===== src/rtl/circuito_somador_if.sv =====
// Purpose: bundles the operand, chain and result signals of one adder/subtractor slice.
// Latency: none of its own; R/Cout/COMPLEMENTOout are combinational, R_reg/Cout_reg are one clk later.
// Backpressure: none; the slice accepts new operands every cycle and is always ready.
//
// Ports (by modport):
//   master - drives A, B, Cin, COMPLEMENTOin, select; observes all results
//   slave  - the slice itself: consumes operands and chain inputs, drives results
interface circuito_somador_if #(
    parameter int WIDTH = 1
);
    logic [WIDTH-1:0] A;
    logic [WIDTH-1:0] B;
    logic             Cin;
    logic             COMPLEMENTOin;
    logic             select;
    logic [WIDTH-1:0] R;
    logic             Cout;
    logic             COMPLEMENTOout;
    logic [WIDTH-1:0] R_reg;
    logic             Cout_reg;

    modport master (
        output A, B, Cin, COMPLEMENTOin, select,
        input  R, Cout, COMPLEMENTOout, R_reg, Cout_reg
    );

    modport slave (
        input  A, B, Cin, COMPLEMENTOin, select,
        output R, Cout, COMPLEMENTOout, R_reg, Cout_reg
    );
endinterface


===== src/rtl/circuito_somador.sv =====
// Purpose: chainable WIDTH-bit two's-complement add (select=0) / subtract (select=1) slice.
// Latency: R/Cout/COMPLEMENTOout are zero-latency combinational; R_reg/Cout_reg lag by one clk.
// Backpressure: none; operands are consumed continuously, results are always valid.
//
// Ports:
//   clk   - rising-edge clock, used only by the registered copies
//   rst_n - asynchronous active-low reset, clears R_reg/Cout_reg only
//   bus   - slave side of circuito_somador_if (operands, chain in/out, results)
module circuito_somador #(
    parameter int WIDTH = 1
) (
    input  logic               clk,
    input  logic               rst_n,
    circuito_somador_if.slave  bus
);

    // Negation chain: when subtracting, B is replaced by ~B + COMPLEMENTOin.
    // Per bit that is bx[i] = ~B[i] ^ c[i], c[i+1] = ~B[i] & c[i], which is
    // exactly an incrementer, so it is written as one. Across chained slices
    // COMPLEMENTOin is only 1 while every lower B bit was 0, which makes the
    // whole chain compute ~B + 1. When adding, B passes through and the chain
    // out is 0 so upper slices never increment.
    logic [WIDTH:0]   neg_sum;
    logic [WIDTH-1:0] bx;
    logic             c_out;

    // Ripple carry: r[i] = A^bx^k, k[i+1] = maj(A, bx, k), i.e. a plain adder
    // with Cin as the incoming carry.
    logic [WIDTH:0]   add_sum;

    always_comb begin
        neg_sum = {1'b0, ~bus.B} + {{WIDTH{1'b0}}, bus.COMPLEMENTOin};
        if (bus.select) begin
            bx    = neg_sum[WIDTH-1:0];
            c_out = neg_sum[WIDTH];
        end else begin
            bx    = bus.B;
            c_out = 1'b0;
        end
        add_sum = {1'b0, bus.A} + {1'b0, bx} + {{WIDTH{1'b0}}, bus.Cin};
    end

    assign bus.R              = add_sum[WIDTH-1:0];
    assign bus.Cout           = add_sum[WIDTH];
    assign bus.COMPLEMENTOout = c_out;

    // Registered copy for the pipelined ULA output. Reset only clears these;
    // the combinational path keeps tracking the inputs while rst_n is low.
    logic [WIDTH-1:0] r_q;
    logic             cout_q;

    always_ff @(posedge clk or negedge rst_n) begin
        if (!rst_n) begin
            r_q    <= '0;
            cout_q <= 1'b0;
        end else begin
            r_q    <= add_sum[WIDTH-1:0];
            cout_q <= add_sum[WIDTH];
        end
    end

    assign bus.R_reg    = r_q;
    assign bus.Cout_reg = cout_q;

endmodule


===== src/flat_wrapper.sv =====
// flat-port wrapper written by rule: the top's interface ports become plain ports
module circuito_somador_flat 
#(
    parameter int WIDTH = 1
)
  (clk, rst_n, bus_A, bus_B, bus_Cin, bus_COMPLEMENTOin, bus_select, bus_R, bus_Cout, bus_COMPLEMENTOout, bus_R_reg, bus_Cout_reg);
  circuito_somador_if #(.WIDTH(WIDTH)) bus_i ();
  input  logic clk;
  input  logic rst_n;
  input wire logic [$bits(bus_i.A)-1:0] bus_A;
  input wire logic [$bits(bus_i.B)-1:0] bus_B;
  input wire logic [$bits(bus_i.Cin)-1:0] bus_Cin;
  input wire logic [$bits(bus_i.COMPLEMENTOin)-1:0] bus_COMPLEMENTOin;
  input wire logic [$bits(bus_i.select)-1:0] bus_select;
  output wire logic [$bits(bus_i.R)-1:0] bus_R;
  output wire logic [$bits(bus_i.Cout)-1:0] bus_Cout;
  output wire logic [$bits(bus_i.COMPLEMENTOout)-1:0] bus_COMPLEMENTOout;
  output wire logic [$bits(bus_i.R_reg)-1:0] bus_R_reg;
  output wire logic [$bits(bus_i.Cout_reg)-1:0] bus_Cout_reg;
  assign bus_i.A = bus_A;
  assign bus_i.B = bus_B;
  assign bus_i.Cin = bus_Cin;
  assign bus_i.COMPLEMENTOin = bus_COMPLEMENTOin;
  assign bus_i.select = bus_select;
  assign bus_R = bus_i.R;
  assign bus_Cout = bus_i.Cout;
  assign bus_COMPLEMENTOout = bus_i.COMPLEMENTOout;
  assign bus_R_reg = bus_i.R_reg;
  assign bus_Cout_reg = bus_i.Cout_reg;
  circuito_somador #(.WIDTH(WIDTH)) u_core (.clk(clk), .rst_n(rst_n), .bus(bus_i));
endmodule

===== config.mk =====
export PLATFORM = sky130hd
export DESIGN_NAME = circuito_somador_flat
export DESIGN_NICKNAME = d
export VERILOG_FILES = /design/src/rtl/circuito_somador_if.sv /design/src/rtl/circuito_somador.sv /design/src/flat_wrapper.sv
export SDC_FILE = /design/constraint.sdc
export NUM_CORES = 1
export LEC_CHECK = 0
export CORE_AREA = 2 2 39 41
export DETAILED_ROUTE_END_ITERATION = 8
export DIE_AREA = 0 0 41 43
export SLEW_MARGIN = 10
export SYNTH_ARGS = -nofsm -noshare
export SYNTH_HDL_FRONTEND = slang
export SYNTH_SLANG_ARGS = --single-unit

===== constraint.sdc =====
create_clock -name clk -period 1.61 [get_ports clk]
set_input_delay 0.2415 -clock clk [delete_from_list [all_inputs] [get_ports clk]]
set_output_delay 0.2415 -clock clk [all_outputs]
set_load 0.05 [all_outputs]

Word level (Yosys, flattened, before mapping)
Cells that the tools add are included.
{"block": "word_totals", "input_bits": 7, "wordCells": 8, "register_bits": 2, "output_inout_bits": 5}
{"block": "classes", "add_sub_neg": 3, "mux": 2, "bitwise": 1}
{"op": "$add 1x1->2", "n": 2}
{"op": "$add 2x1->2", "n": 1}
{"op": "$mux 1", "n": 2}
{"op": "$not 1->1", "n": 1}

Depth between registers and ports, before layout
Gate-level depths: netlist of the first run.
{"block": "depth", "ltp_word": 5, "ltp_mapped": 5, "mapped_depth_nobuf": 5}

Least setup slack after synthesis of the first run
Ideal clock, no wire load.
{"block": "synth_path", "path_kind": "input -> output", "from": "input bus_B", "to": "output bus_R", "path_stages": 5, "t_required_ns": 1.368, "arrival_ns": 1.427, "n_path_buf": 0, "path_slack_ns": -0.058, "cell_sequence": "inv_1 > ha_1 > mux2i_1 > fa_1 > inv_1"}
{"block": "synth_between", "elab_chain_cells": 5}
{"element": "start, declared", "line": "flat_wrapper.sv:11", "text": "input wire logic [$bits(bus_i.B)-1:0] bus_B;"}
{"element": "$not 1->1", "line": "circuito_somador.sv:32", "text": "neg_sum = {1'b0, ~bus.B} + {{WIDTH{1'b0}}, bus.COMPLEMENTOin};"}
{"element": "$add 1x1->2", "line": "circuito_somador.sv:32"}
{"element": "$mux 1 (*)", "line": "circuito_somador.sv:33", "text": "if (bus.select) begin"}
{"element": "$add 1x1->2 (*)", "line": "circuito_somador.sv:40", "text": "add_sum = {1'b0, bus.A} + {1'b0, bx} + {{WIDTH{1'b0}}, bus.Cin};"}
{"element": "$add 2x1->2 (*)", "line": "circuito_somador.sv:40"}
{"element": "end, declared", "line": "flat_wrapper.sv:15", "text": "output wire logic [$bits(bus_i.R)-1:0] bus_R;"}
Mark *: on every way between the ends. The rest lies on a longest branch, timed or not.

Worst setup path after layout of the first run
Same ends and word-level chain as after synthesis.

==> impl_metrics.ini, run 1 <==
[status]
status = finished, violations left
violations = setup timing

[layout]
fin_util_pct = 23.51
drive_above_1_share_pct = 66.67
final_net_count = 38
final_cells = 43
antenna-diode-count = 0
area_growth_pct = 173.7
fill_cells = 150

[floorplan]
dieArea_sq_um = 1763
die_y_um = 43
rows = 14
core-area_sq_um = 1384
io_pins = 12
die_w_um = 41
initial_core_util_pct = 8.590

[timing]
finalCriticalPeriod_ps = 1693
relSlewSlack_pct = 89.31
fmax_mhz = 590.7
setup_ws_ps = -82.92
setup_violations = 1
rsz0062_at_grt = true
setup_tns_ps = -82.92
slew_violations = 0
tightest_slew_ps = 157.2
period_share_pct = 105.2
hold_violations = 0

[setup_path]
arrival_ps = 1450
cp-end-kind = primary output
path_class = input port to primary output
crit_fanout = 2
endpoint = bus_R
crit_start = bus_B
required_ps = 1370
cp-start-kind = input port
max_stage_delay_ps = 530
slowest_stage = fa_1
crit_chain = buf_8, inv_4, ha_4, mux2i_2, fa_1, clkinvlp_4, buf_12

[pwr]
vdd_drop_max_v = 0.0002101
internal_power_w = 0.0002129
power_density_nw_per_um2 = 1016
clkPwrFrac_pct = 32.5
leakagePower_nw = 0.1553
p_seq_share_pct = 18.3
p_switching_w = 0.0001177
switching_share_pct = 35.60
combPwrFrac_pct = 49.2
total_power_w = 0.0003306

[routing]
wl_per_cell_um = 6.930
dr.pass1.iters = 1
drc = 0
viasPerCell = 2.930
via_count = 126
dr.first_iter.drc_count = 0
drt_wl_total_um = 298
drtAntennaViolNets = 0

[flow_run]
cap_viol_max_count = 0

[cts]
cts_tree = yes
clk_pin_slew_worst_paths_ps = 30
cts-root-buf = clkbuf_4
cts_buffer_depth = 2
clock-sinks = 2
htreeDepth = 1
numCtsBuffers = 3

[global_route]
grt_antenna_before_repair = 0
grt_pass1_wl_um = 524
grt_pass1_vias = 134
overflow = 0
grt_usage_pct = 5.221
grt_max_degree = 3

[place]
io_buffer_count = 11
pre_cts_ws_ps = -557.1
gp_congestion = 0.5564
dp.cells = 38

[worst_hold_path]
hp-class = input port to asynchronous set/reset pin

[synthesis]
yosysUniqueCellTypes = 6
yosys_warnings = 0
syn_nets = 20
yosysSeqAreaShare_pct = 42.11
syn_inst = 11
synth_seq_cells = 2
syn_area_sq_um = 118.9
syn_area_per_cell_sq_um = 10.81
-- power groups by stage --
stage / Sequential [W] / Combinational (W) / Clock, W
after CTS: 0.0000607 / 0.000158 / 0.000114
after floorplan: 0.0000888 / 0.0000526 / 0
final: 0.0000604 / 0.000163 / 0.000108
after detailed placement: 0.0000612 / 0.000150 / 0
after global placement: 0.0000605 / 0.000150 / 0
after global routing: 0.0000611 / 0.000172 / 0.000118
-- cell usage in the layout (no fill, tap or decap), drive strengths merged --
cell type and n:
dfrtp 2, ha 1, clkdlybuf4s15 1, clkinvlp 1, dlygate4sd2 2, buf 9, clkdlybuf4s50 1, and2 1
clkbuf 3, mux2i 1, fa 1, inv 4
-- timing repair --
action	in CTS	in global routing
endpoints found under the setup margin	3	1
resized for setup	19	0
setup buffers	1	1
hold buffers	0	0
cloned	0	0
pin swaps	2	2
hold endpoints to repair	0	0
-- critical path: cells and delay by family --
| family | cells | cell delay, ps |
|---|---|---|
| fa+ha+maj | 2 | 780 |
| buf+inv | 4 | 380 |
| mux | 1 | 60 |
-- cell usage after synthesis, drive strengths merged --
master  count  area, sq um
and2        1        7.510
ha          1        12.51
mux2i       1        10.01
inv         5        18.77
fa          1        20.02
dfrtp       2        50.05
-- stage by stage --
stage                     hold slack [ps]  instance area, sq um
after global placement              410.0                 265.3
after global routing                194.3                 325.3
after CTS                           184.9                 317.8
final                               190.9                 325.3
after detailed placement            420.6                 265.3
after floorplan                    -54.09                 122.6
-- layout make-up --
class                           instances  area, sq um  area share [%]
Timing Repair Buffer                   13        141.4           43.46
Multi-Input combinational cell          4        66.31           20.38
Sequential cell                         2        50.05           15.38
Inverter                                5        25.02           7.692
Clock buffer                            3        22.52           6.923
Tap cell                               16        20.02           6.154
-- metal layers --
metal	GRT usage (%)	wire (um)	part of all wire, %
met3	1.571	29	9.7
met4	10.00	0	0
met2	6.563	190	64
met5	0	0	0
met1	4.180	78	26
-- how the worst min path moves through the flow --
stage	from	endpoint	slack, ps	cells past startpoint
floorplan	rst_n	u_core.bus.Cout_reg	-50	0
global placement	rst_n	u_core.bus.R_reg	410	1
detailed placement	rst_n	u_core.bus.R_reg	420	1
CTS	rst_n	u_core.bus.Cout_reg	180	1
global route	rst_n	u_core.bus.Cout_reg	190	1
finish	rst_n	u_core.bus.Cout_reg	190	1
-- cells by family after synthesis --
| logic type | Yosys count | synth area share [%] |
|---|---|---|
| flip-flops | 2 | 42.11 |
| AND/OR/NAND/NOR | 1 | 6.318 |
| buffers and inverters | 5 | 15.79 |
| adder cells (fa/ha/maj) | 2 | 27.37 |
| multiplexers | 1 | 8.421 |
Power figures use the tool's default switching activity.
==> inputs of run 2 (changes only) <==
--- a/config.mk
+++ b/config.mk
@@ -5,6 +5,7 @@
 export SDC_FILE = /design/constraint.sdc
 export NUM_CORES = 1
 export LEC_CHECK = 0
+export ABC_AREA = 1
 export CORE_AREA = 2 2 39 41
 export DETAILED_ROUTE_END_ITERATION = 8
 export DIE_AREA = 0 0 41 43
==> impl_metrics.ini, run 2 <==
[status]
status = finished, violations left
violations = setup timing

[cts]
numCtsBuffers = 3
htreeDepth = 1
cts-root-buf = clkbuf_4
clk_pin_slew_worst_paths_ps = 30
clock-sinks = 2
cts_buffer_depth = 2
cts_tree = yes

[setup_path]
critPathBufInv = 5
slowest_stage = fa_1
max_stage_delay_ps = 490
path_class = input port to primary output
cp-end-kind = primary output
crit_fanout = 2
cp-start-kind = input port
crit_family = adder cells
crit_chain = buf_6, inv_4, ha_4, inv_2, nand2_1, nand2_1, fa_1, inv_2, buf_12
required_ps = 1370
arrival_ps = 1400

[place]
pre_cts_ws_ps = -494.4
dpl.hpwl_um = 242.1
dp.cells = 44
io_buffer_count = 11
gp_congestion = 0.4719

[floorplan]
initial_core_util_pct = 9.222
core-area_sq_um = 1384
rows = 14
die_w_um = 41
io_pins = 12
die_y_um = 43
dieArea_sq_um = 1763

[timing]
relSlewSlack_pct = 90.32
rsz0062_at_grt = true
fmax_mhz = 607.7
tightest_slew_ps = 146.4
hold_violations = 0
finalCriticalPeriod_ps = 1645
setup_ws_ps = -35.45
setup_violations = 1
period_share_pct = 102.2
slew_violations = 0

[synthesis]
async_flop_share_pct = 100.0
synth_seq_cells = 2
synth_edf_count = 0
syn_area_sq_um = 127.6
yosysSeqAreaShare_pct = 39.22
syn_nets = 25
yosys_warnings = 0
synth_top_cell_area_share_pct = 39.22
synth_commonest_cells = 8 x inv_1, 4 x nand2_1, 2 x dfrtp_1
synth.top_cells.by_area = dfrtp_1 39%, inv_1 24%, fa_1 16%, nand2_1 12%, ha_1 9.8%
yosysMostFrequentCell = inv_1
syn_inst = 16
yosysUniqueCellTypes = 5
syn_area_per_cell_sq_um = 7.976
synth_top_area_cell = dfrtp_1
ys.flop_type = dfrtp_1

[layout]
layout_common_cells = 6 x buf_4, 5 x inv_2, 4 x nand2_1
regArea_sq_um = 50.05
final_net_count = 45
multi_input_area_sq_um = 60.06
fill_cells = 152
layout_commonest_cell = buf_4
antenna-diode-count = 0
area_growth_pct = 176.5
final_cells = 50
drive_above_1_share_pct = 61.76

[routing]
via_count = 151
drt_wl_total_um = 373
drc = 0
dr.pass1.iters = 1
dr.first_iter.drc_count = 0
wl_per_cell_um = 7.460
viasPerCell = 3.020
drtAntennaViolNets = 0

[pwr]
switching_share_pct = 36.07
internal_power_w = 0.0002156
p_seq_share_pct = 17.7
p_switching_w = 0.0001216
leakagePower_nw = 0.1978
combPwrFrac_pct = 49.3
power_density_nw_per_um2 = 955.7
vdd_drop_max_v = 0.0002103
clkPwrFrac_pct = 33.0

[global_route]
grt_pass1_wl_um = 552
grt_max_degree = 4
grt_usage_pct = 5.216
overflow = 0
grt_antenna_before_repair = 0
grt_pass1_vias = 161

[flow_run]
cap_viol_max_count = 0

[worst_hold_path]
hp-class = input port to asynchronous set/reset pin
[run 2: layout make-up]
class	count	area share, %
inverters	8	9.220
repair buffers	15	47.52
multi-input cells	6	17.02
clock buffers	3	6.383
flip-flops and latches	2	14.18
well taps	16	5.674
[run 2: final timing paths]
| path | startpoint | to | slack, ps | cells after the start |
|---|---|---|---|---|
| min in group clk | bus_A | u_core.bus.R_reg | 580 | 5 |
| min | rst_n | u_core.bus.R_reg | 180 | 1 |
| max in group asynchronous | rst_n | u_core.bus.Cout_reg | 1310 | 1 |
| max | bus_B | bus_R | -40 | 9 |
[run 2: layer usage]
metal,up-vias,GRT usage (%),part of all wire [%]
li1,77,-,-
met1,62,4.167,31
met2,12,6.563,50
met3,0,3.141,18
met4,0,8.000,0
met5,-,0,0
[run 2: kinds of logic after synthesis]
logic type    Yosys count  share of synthesized area (%)
flops                   2                          39.22
simple gates            4                          11.76
fa+ha+maj               2                          25.49
buf+inv                 8                          23.53
[run 2: metrics by stage]
stage | power [W] | utilization, % | area [sq um] | TNS [ps] | hold slack (ps)
after floorplan | 0.0001345 | - | 127.6 | -38.68 | -54.09
after global placement | 0.0002058 | 20.98 | 290.3 | -1214 | 411.6
after detailed placement | 0.0002072 | 20.98 | 290.3 | -1225 | 415.1
after CTS | 0.0003416 | 24.77 | 342.8 | -69.40 | 173.8
after global routing | 0.0003645 | 25.50 | 352.8 | -108.0 | 176.3
final | 0.0003372 | 25.50 | 352.8 | -35.45 | 180.7
[run 2: timing repair]
item	CTS	global route
gates resized for setup	17	2
buffers inserted	2	1
setup endpoints to repair	2	2
pin swaps	3	1
hold buffers	0	0
[run 2: power by group through the flow]
stage	registers [W]	clock network (W)	logic, W
CTS	0.0000598	0.000119	0.000163
detailed placement	0.0000602	0	0.000147
finish	0.0000598	0.000111	0.000166
floorplan	0.0000877	0	0.0000469
global route	0.0000608	0.000126	0.000178
global placement	0.0000602	0	0.000146
